[src/rtl/memory_stage.sv]
// Memory stage of a simple in-order pipeline.
// Passes non-memory results straight through with one cycle of latency.
// Turns loads/stores into a single data-memory request: address, byte
// enables and lane-replicated store data are captured in IDLE and held
// steady in ACCESS until the memory answers.
//
// Handshake: in ACCESS, dmem_req stays high and every request field stays
// frozen until a cycle with dmem_ready=1. That cycle completes the transfer.
// A read returns its data on dmem_rdata in that same cycle. dmem_ready is
// ignored in IDLE. Upstream must hold its outputs while stall is high.
module memory_stage (
  input  logic        clk,
  input  logic        rst,
  input  logic        valid_in,
  input  logic [31:0] alu_res,
  input  logic [31:0] mem_data,
  input  logic        mem_read,
  input  logic        mem_write,
  input  logic [2:0]  funct3,
  output logic        dmem_req,
  output logic        dmem_we,
  output logic [31:0] dmem_addr,
  output logic [3:0]  dmem_be,
  output logic [31:0] dmem_wdata,
  input  logic        dmem_ready,
  input  logic [31:0] dmem_rdata,
  output logic        stall,
  output logic [31:0] mem_res,
  output logic        mem_res_valid,
  output logic        misaligned
);

  typedef enum logic {
    IDLE   = 1'b0,
    ACCESS = 1'b1
  } state_t;

  state_t      state_q, state_d;
  logic        we_q, we_d;
  logic [31:0] addr_q, addr_d;
  logic [1:0]  lane_q, lane_d;
  logic [3:0]  be_q, be_d;
  logic [31:0] wdata_q, wdata_d;
  logic [2:0]  f3_q, f3_d;
  logic [31:0] alu_q, alu_d;
  logic [31:0] mem_res_q, mem_res_d;
  logic        mem_res_valid_q, mem_res_valid_d;
  logic        misaligned_q, misaligned_d;

  // Access-size decode of the incoming instruction.
  // funct3[1:0] of 2'b11 falls into the word case.
  logic        size_b, size_h, size_w;
  logic        mem_op, addr_bad;
  logic [3:0]  be_calc;
  logic [31:0] wdata_calc;
  logic [31:0] rdata_shift;
  logic [31:0] load_val;

  // Decode the incoming access, then pick the next state and next outputs.
  always_comb begin
    size_b   = (funct3[1:0] == 2'b00);
    size_h   = (funct3[1:0] == 2'b01);
    size_w   = !size_b && !size_h;
    mem_op   = mem_read || mem_write;
    addr_bad = (size_h && alu_res[0]) || (size_w && (alu_res[1:0] != 2'b00));

    if (size_b) begin
      be_calc    = 4'b0001 << alu_res[1:0];
      wdata_calc = {4{mem_data[7:0]}};
    end else if (size_h) begin
      be_calc    = 4'b0011 << {alu_res[1], 1'b0};
      wdata_calc = {2{mem_data[15:0]}};
    end else begin
      be_calc    = 4'b1111;
      wdata_calc = mem_data;
    end

    // Move the addressed lane down to bit 0, then extend it per the captured size/sign.
    rdata_shift = dmem_rdata >> {lane_q, 3'b000};
    case (f3_q)
      3'b000:  load_val = {{24{rdata_shift[7]}}, rdata_shift[7:0]};
      3'b001:  load_val = {{16{rdata_shift[15]}}, rdata_shift[15:0]};
      3'b100:  load_val = {24'h0, rdata_shift[7:0]};
      3'b101:  load_val = {16'h0, rdata_shift[15:0]};
      default: load_val = dmem_rdata;
    endcase

    state_d         = state_q;
    we_d            = we_q;
    addr_d          = addr_q;
    lane_d          = lane_q;
    be_d            = be_q;
    wdata_d         = wdata_q;
    f3_d            = f3_q;
    alu_d           = alu_q;
    mem_res_d       = mem_res_q;
    mem_res_valid_d = 1'b0;
    misaligned_d    = 1'b0;

    case (state_q)
      IDLE: begin
        if (valid_in) begin
          if (!mem_op) begin
            mem_res_d       = alu_res;
            mem_res_valid_d = 1'b1;
          end else if (addr_bad) begin
            misaligned_d = 1'b1;
          end else begin
            // A store wins over a load when both flags are set.
            we_d    = mem_write;
            addr_d  = {alu_res[31:2], 2'b00};
            lane_d  = alu_res[1:0];
            be_d    = be_calc;
            wdata_d = wdata_calc;
            f3_d    = funct3;
            alu_d   = alu_res;
            state_d = ACCESS;
          end
        end
      end
      ACCESS: begin
        if (dmem_ready) begin
          state_d         = IDLE;
          mem_res_valid_d = 1'b1;
          mem_res_d       = we_q ? alu_q : load_val;
        end
      end
      default: state_d = IDLE;
    endcase
  end

  // FSM state and all registered outputs; reset aborts any access in flight.
  always_ff @(posedge clk or posedge rst) begin
    if (rst) begin
      state_q         <= IDLE;
      we_q            <= 1'b0;
      addr_q          <= 32'h0;
      lane_q          <= 2'b00;
      be_q            <= 4'h0;
      wdata_q         <= 32'h0;
      f3_q            <= 3'b000;
      alu_q           <= 32'h0;
      mem_res_q       <= 32'h0;
      mem_res_valid_q <= 1'b0;
      misaligned_q    <= 1'b0;
    end else begin
      state_q         <= state_d;
      we_q            <= we_d;
      addr_q          <= addr_d;
      lane_q          <= lane_d;
      be_q            <= be_d;
      wdata_q         <= wdata_d;
      f3_q            <= f3_d;
      alu_q           <= alu_d;
      mem_res_q       <= mem_res_d;
      mem_res_valid_q <= mem_res_valid_d;
      misaligned_q    <= misaligned_d;
    end
  end

  // The request and stall come only from the registered state, so reset drops them at once.
  assign dmem_req      = (state_q == ACCESS);
  assign stall         = (state_q == ACCESS);
  assign dmem_we       = dmem_req && we_q;
  assign dmem_addr     = addr_q;
  assign dmem_be       = be_q;
  assign dmem_wdata    = wdata_q;
  assign mem_res       = mem_res_q;
  assign mem_res_valid = mem_res_valid_q;
  assign misaligned    = misaligned_q;

endmodule

[config.mk]
export PLATFORM = sky130hd
export DESIGN_NAME = memory_stage
export DESIGN_NICKNAME = d
export VERILOG_FILES = /design/src/rtl/memory_stage.sv
export SDC_FILE = /design/constraint.sdc
export NUM_CORES = 1
export LEC_CHECK = 0
export BUFFER_PORTS_ARGS = -buffer_cell sky130_fd_sc_hd__buf_2
export CORE_ASPECT_RATIO = 1.75
export CORE_MARGIN = 2
export CORE_UTILIZATION = 55
export CTS_BUF_LIST = sky130_fd_sc_hd__clkbuf_4 sky130_fd_sc_hd__clkbuf_8
export DETAILED_ROUTE_END_ITERATION = 10
export HOLD_SLACK_MARGIN = 0.06
export PLACE_DENSITY = 0.88
export SLEW_MARGIN = 20
export SYNTH_ARGS = -nofsm -noshare
export SYNTH_HDL_FRONTEND = slang
export SYNTH_SLANG_ARGS = --single-unit
[constraint.sdc]
create_clock -name clk -period 5.92 [get_ports clk]
set_clock_uncertainty 0.15 [all_clocks]
set_input_delay 0.296 -clock clk [delete_from_list [all_inputs] [get_ports clk]]
set_output_delay 0.296 -clock clk [all_outputs]
set_load 0.02 [all_outputs]
==> impl_metrics.py, run 1 <==
metrics = {
    "placed_design": {
        "dpl.hpwl_um": 12700,
        "dp_cells": 809,
        "gp_congestion": 0.901,
        "pre_cts_slack_ns": 2.99,
        "port_buffers": 207,
    },
    "sta": {
        "rsz0062_at_grt": "false",
        "max_clock_freq_mhz": 370,
        "slew_violations": 0,
        "setup_ws_ns": 3.22,
        "period_minus_slack_ns": 2.70,
        "relSlewSlack_pct": 29.4,
        "finalSetupViolCount": 0,
        "worst_pin_slew_ns": 1.06,
        "hold_viol": 0,
        "timing.final.crit_share_pct": 45.7,
        "fin_setup_tns_ns": 0,
    },
    "route": {
        "via_count": 5321,
        "wl_met2_um": 9290,
        "wl_met1_um": 5950,
        "wl_met3_um": 1280,
        "detail-route-antenna-nets": 0,
        "remaining_drc_errors": 0,
        "drt-pass1-iter-count": 6,
        "wire_per_inst_um": 20.5,
        "routed_wl_um": 17700,
        "drt-initial-drc-count": 469,
        "avgViaCountPerCell": 6.15,
        "top_layer": "met4",
    },
    "worst_setup_path": {
        "timing.rr.start": "alu_q[1]",
        "path_max_fanout": 23,
        "r2r-end": "mem_res[19]",
        "crit_path_start": "alu_q[1]",
        "crit_end": "mem_res[19]",
        "rrSetupSlack_ns": 3.22,
        "reg2reg_depth": 4,
        "cp.arrival_ns": 2.81,
        "crit_path_start_kind": "flip-flop",
        "end_kind": "flip-flop",
        "path_class": "reg -> reg",
        "required_ns": 6.03,
    },
    "yosys": {
        "synth_seq_cells": 107,
        "async_flop_share_pct": 100,
        "synth_top_area_share_pct": 46.8,
        "synth_ff_type": "dfrtp_1",
        "avgSynthCellArea_um2": 10.5,
        "synth.yosys.seq_area_share_pct": 46.8,
        "syn-cell-area_mm2": 0.00573,
        "synth_edf_count": 0,
        "ys_warn_count": 0,
        "synth_cell_types": 49,
        "yosysTopAreaCell": "dfrtp_1",
        "netlist_instances": 543,
        "synth.area.top_cells": "dfrtp_1 (47%), mux2_2 (11%), mux2i_1 (4.9%), buf_4 (4.7%), nand2_1 (2.9%)",
    },
    "floorplan": {
        "fp.dieH_um": 139,
        "rows": 49,
        "initial_core_util_pct": 55.9,
        "die_area_mm2": 0.0113,
        "ios": 210,
        "core_mm2": 0.0102,
        "die_w_um": 81.1,
    },
    "clock_network": {
        "cts_buffers": 9,
        "cts_tree": "built",
        "clkLatencyLatePin_ns": 0.37,
        "cts_resized": 0,
        "htree_num_levels": 3,
        "root_buffer": "clkbuf_8",
        "cts_sinks": 107,
        "clk_path_buf_depth": 2,
        "path_clk_slew_ns": 0.10,
        "postCtsSetupRepairBufs": 0,
    },
    "min_path": {
        "worstHoldStart": "mem_data[19]",
        "min_path_type": "in -> reg",
    },
    "global_route": {
        "grt_pass1_wl_um": 27600,
        "grt_max_degree": 70,
        "grt_use_total_pct": 31.9,
        "antenna_found_initial": 0,
        "gr-total-overflow": 0,
        "grt_pass1_vias": 5540,
    },
    "pwr": {
        "ir_worst_vdd_uv": 206,
        "totalPowerFinal_mw": 2.69,
        "p_per_area_mw_per_mm2": 379,
        "leakage_nw": 3.32,
    },
    "cells_and_area": {
        "final_nets": 838,
        "n_fill_cell": 753,
        "fin_cells": 865,
        "diodes": 0,
        "area_growth_pct": 24.1,
        "drive_gt1_share_pct": 40.1,
    },
    "job": {
        "max-cap-violations": 0,
    },
    "status": {
        "outcome": "completed",
    },
}
## layout by cell type (no fill, tap or decap), drive strengths merged, types with 5 or more instances in the layout
cell type	netlist	layout
a221oi	11	11
mux2	55	55
o22ai	8	8
a221o	15	15
o211ai	20	20
a21oi	28	28
clkinv	3	6
inv	9	11
o21ai	27	27
nand2	45	45
nand3	16	16
buf	45	214
dfrtp	107	107
o221ai	15	15
dlygate4sd3	0	40
clkbuf	31	11
nor2	29	29
or4b	5	5
mux2i	28	28
## critical path, stage by stage, from the launching register on
cell and delay, ns:
dfrtp_1 0.83, mux4_2 0.65, o211ai_1 0.58, buf_4 0.29, nand3_1 0.09
## state kept, by name, indices dropped and copies added, names as in the netlist
signal	count
alu_q	31
dmem_be	4
dmem_req	1
dmem_wdata	32
f3_q	3
lane_q	1
mem_res	32
mem_res_valid	1
misaligned	1
we_q	1
## cell usage after synthesis, types with 2 or more instances
library cell,number
buf_2,3
o21a_1,4
a221oi_1,11
and2_1,2
nor2b_1,3
a21boi_0,4
nand2b_1,2
nand3_1,16
mux2i_1,28
o22ai_1,8
nor2_1,29
o311ai_0,4
o21ai_0,27
a21o_1,3
clkinv_1,3
nand2_1,45
clkbuf_1,31
a21oi_1,28
buf_6,5
o211ai_1,20
a211oi_1,2
inv_1,9
mux2_2,55
o221ai_1,15
dfrtp_1,107
a2bb2oi_1,2
buf_4,36
nor3_1,2
a221o_1,15
or4b_2,5
## logic make-up after synthesis
family	after synthesis	synth area share [%]
mux	84	16.1
buf+inv	88	8.85
flops	107	46.8
simple gates	110	8.87
compound gates	152	19.2
other cells	1	0.0655
xor+xnor	1	0.153
## through the flow
| step | hold WS [ns] | utilization (%) | area, um2 |
|---|---|---|---|
| finish | 0.0797 | 69.4 | 7110 |
| global route | 0.0822 | 69.4 | 7110 |
| CTS | 0.0668 | 69.4 | 7110 |
| detailed placement | 0.261 | 63.7 | 6520 |
| global placement | 0.250 | 63.6 | 6510 |
| floorplan | 0.231 | - | 5730 |
## cell type report
cell class	count	area (um2)	share of cell area [%]
repair buffers	254	1490	21.0
clock buffers	11	151	2.13
inverters	12	47.5	0.669
well taps	127	159	2.24
clock inverters	5	36.3	0.511
flip-flops and latches	107	2680	37.7
multi-input cells	349	2550	35.8
## where the power goes
part	total (mW)	switching, mW	internal, mW
Clock	0.436	0.258	0.178
Combinational	1.13	0.697	0.436
Sequential	1.12	0.174	0.950
## worst min path at each step
stage,end,slack [ns],cells past startpoint
final,dmem_wdata[19],0.08,3
after floorplan,dmem_req,0.23,1
after detailed placement,dmem_wdata[4],0.26,2
after CTS,dmem_wdata[19],0.07,3
after global routing,dmem_wdata[2],0.08,2
after global placement,dmem_wdata[4],0.25,2
## per-layer routing
metal,vias up,GRT usage [%]
met5,-,0
met4,0,21.9
met1,2547,32.9
met3,87,6.71
li1,2349,-
met2,338,55.5
## what timing repair did
item / in CTS / in global routing
endpoints found under the hold margin: 101 / 0
endpoints found under the setup margin: 0 / 0
hold buffers: 40 / 0
No activity file was read; power rests on OpenSTA's default activity.
==> run 2, diff against run 1 <==
- CORE_UTILIZATION: 55 -> 52
- PLACE_DENSITY: 0.88 -> 0.83
- clock period: 5.92 -> 2.6 ns (I/O delays scaled with it)
==> impl_metrics.py, run 2 (synthesis gave the netlist of run 1 again) <==
metrics = {
    "global_route": {
        "gr-total-overflow": 0,
        "top_usage_layer": "met2",
        "use_met1_pct": 35.0,
        "grt_pass1_wl_um": 30500,
        "grt_pass1_vias": 5809,
        "grt_use_total_pct": 32.5,
        "grtUsageMet2_pct": 59.0,
        "antenna_found_initial": 0,
        "met3_usage_pct": 6.59,
        "grt_max_degree": 60,
    },
    "pwr": {
        "seqPwrFrac_pct": 40.6,
        "combPwrFrac_pct": 43.0,
        "internal_power_mw": 3.70,
        "leakage_nw": 3.56,
        "p_sw_share_pct": 41.0,
        "ir_worst_vdd_uv": 532,
        "pwr-share-clk_pct": 16.4,
        "switchingPower_mw": 2.57,
        "p_per_area_mw_per_mm2": 812,
    },
    "sta": {
        "worst_pin_slew_ns": 1.03,
        "max_clock_freq_mhz": 437,
        "timing.final.crit_share_pct": 87.9,
        "slew_violations": 0,
        "hold_viol": 0,
        "finalSetupViolCount": 0,
        "rsz0062_at_grt": "false",
        "relSlewSlack_pct": 31.4,
        "fin_setup_tns_ns": 0,
        "period_minus_slack_ns": 2.29,
    },
    "clock_network": {
        "htree_num_levels": 3,
        "clkLatencyLatePin_ns": 0.37,
        "cts_sinks": 107,
        "holdBufCountCts": 89,
        "postCtsSetupRepairBufs": 0,
        "cts_buffers": 9,
        "root_buffer": "clkbuf_8",
        "clk_path_buf_depth": 2,
        "cts_tree": "built",
        "cts_resized": 0,
        "path_clk_slew_ns": 0.10,
    },
    "route": {
        "drt-initial-drc-count": 484,
        "drt-pass1-iter-count": 5,
        "routed_wl_um": 19400,
        "avgViaCountPerCell": 6.03,
        "remaining_drc_errors": 0,
        "via_count": 5584,
        "wire_per_inst_um": 21.0,
        "detail-route-antenna-nets": 0,
    },
    "worst_setup_path": {
        "required_ns": 2.69,
        "crit_path_start_kind": "input port",
        "end_kind": "flip-flop",
        "path_max_fanout": 55,
        "path_class": "in -> reg",
        "cp.arrival_ns": 2.38,
    },
    "cells_and_area": {
        "final_nets": 896,
        "utilization_pct": 72.1,
        "area_growth_pct": 34.7,
        "drive_gt1_share_pct": 38.1,
        "final_common_cell": "buf_2",
        "final_cell_mix": "buf_2 (207), dfrtp_1 (107), dlygate4sd3_1 (89)",
    },
    "floorplan": {
        "rows": 50,
        "core_mm2": 0.0107,
        "initial_core_util_pct": 53.5,
        "ios": 210,
        "die_w_um": 83.3,
        "fp.dieH_um": 143,
        "die_area_mm2": 0.0119,
    },
    "status": {
        "outcome": "completed",
    },
    "placed_design": {
        "port_buffers": 207,
        "dpl.hpwl_um": 13100,
        "gp_congestion": 0.987,
    },
    "job": {
        "max-cap-violations": 0,
    },
    "min_path": {
        "min_path_type": "in -> reg",
    },
}
run 2: cell count changes in the layout (fill, tap and decap cells not counted), moves of 2 or more:
cell / change
clkbuf_8: -2
clkinvlp_4: +4
buf_4: +6
clkinv_2: -2
dlygate4sd3_1: +49
clkinv_4: -2
clkbuf_4: +2
buf_12: +3
run 2: layout make-up:
type                    instances  area (um2)
diodes                          1        2.50
inverters                      12        48.8
clock buffers                  11         139
multi-input cells             349        2550
fillers                       716        2980
repair buffers                312        2080
clock inverters                 4        52.6
well taps                     130         163
flip-flops and latches        107        2680
run 2: layer usage:
metal,part of all wire (%),vias to the layer above
met5,0,-
met4,4.3,0
met3,7.0,59
met2,53,331
met1,35,2728
li1,-,2466
run 2: power by group through the flow:
stage | combinational [mW] | clock [mW] | sequential (mW)
final | 2.70 | 1.03 | 2.54
after global routing | 2.87 | 1.12 | 2.60
after CTS | 2.66 | 1.05 | 2.53
after detailed placement | 2.55 | 0 | 2.56
after global placement | 2.50 | 0 | 2.53
after floorplan | 1.44 | 0 | 2.90
run 2: worst max-delay path, cell delays in order:
cell	delay (ns)
dlygate4sd3_1	0.53
buf_2	0.16
or2_1	0.31
a2111oi_4	0.53
buf_12	0.31
mux2_2	0.38
run 2: path summary, 6_finish.rpt:
path                       slack, ns  cells past startpoint      startpoint              to
max                             0.31                      6      alu_res[1]  dmem_wdata[29]
min                             0.08                      4  dmem_rdata[26]     mem_res[26]
max reg2reg                     0.37                      4         f3_q[1]      mem_res[1]
min reg2reg                     0.34                      2     mem_res[23]     mem_res[23]
max in group asynchronous       1.37                      4             rst     mem_res[21]
min in group asynchronous       0.18                      3             rst        alu_q[5]
run 2: metrics by stage:
step / total power [mW] / instance area (um2) / setup slack (ns) / std cells / hold slack (ns)
2_1_floorplan: 4.34 / 5730 / 0.486 / 544 / 0.0654
3_3_place_gp: 5.03 / 6630 / 0.492 / 821 / 0.0292
3_5_place_dp: 5.11 / 6630 / 0.420 / 821 / 0.0322
4_1_cts: 6.24 / 7710 / 0.348 / 925 / 0.0600
5_1_grt: 6.58 / 7710 / 0.217 / 925 / 0.0728
6_report: 6.27 / 7710 / 0.314 / 926 / 0.0825
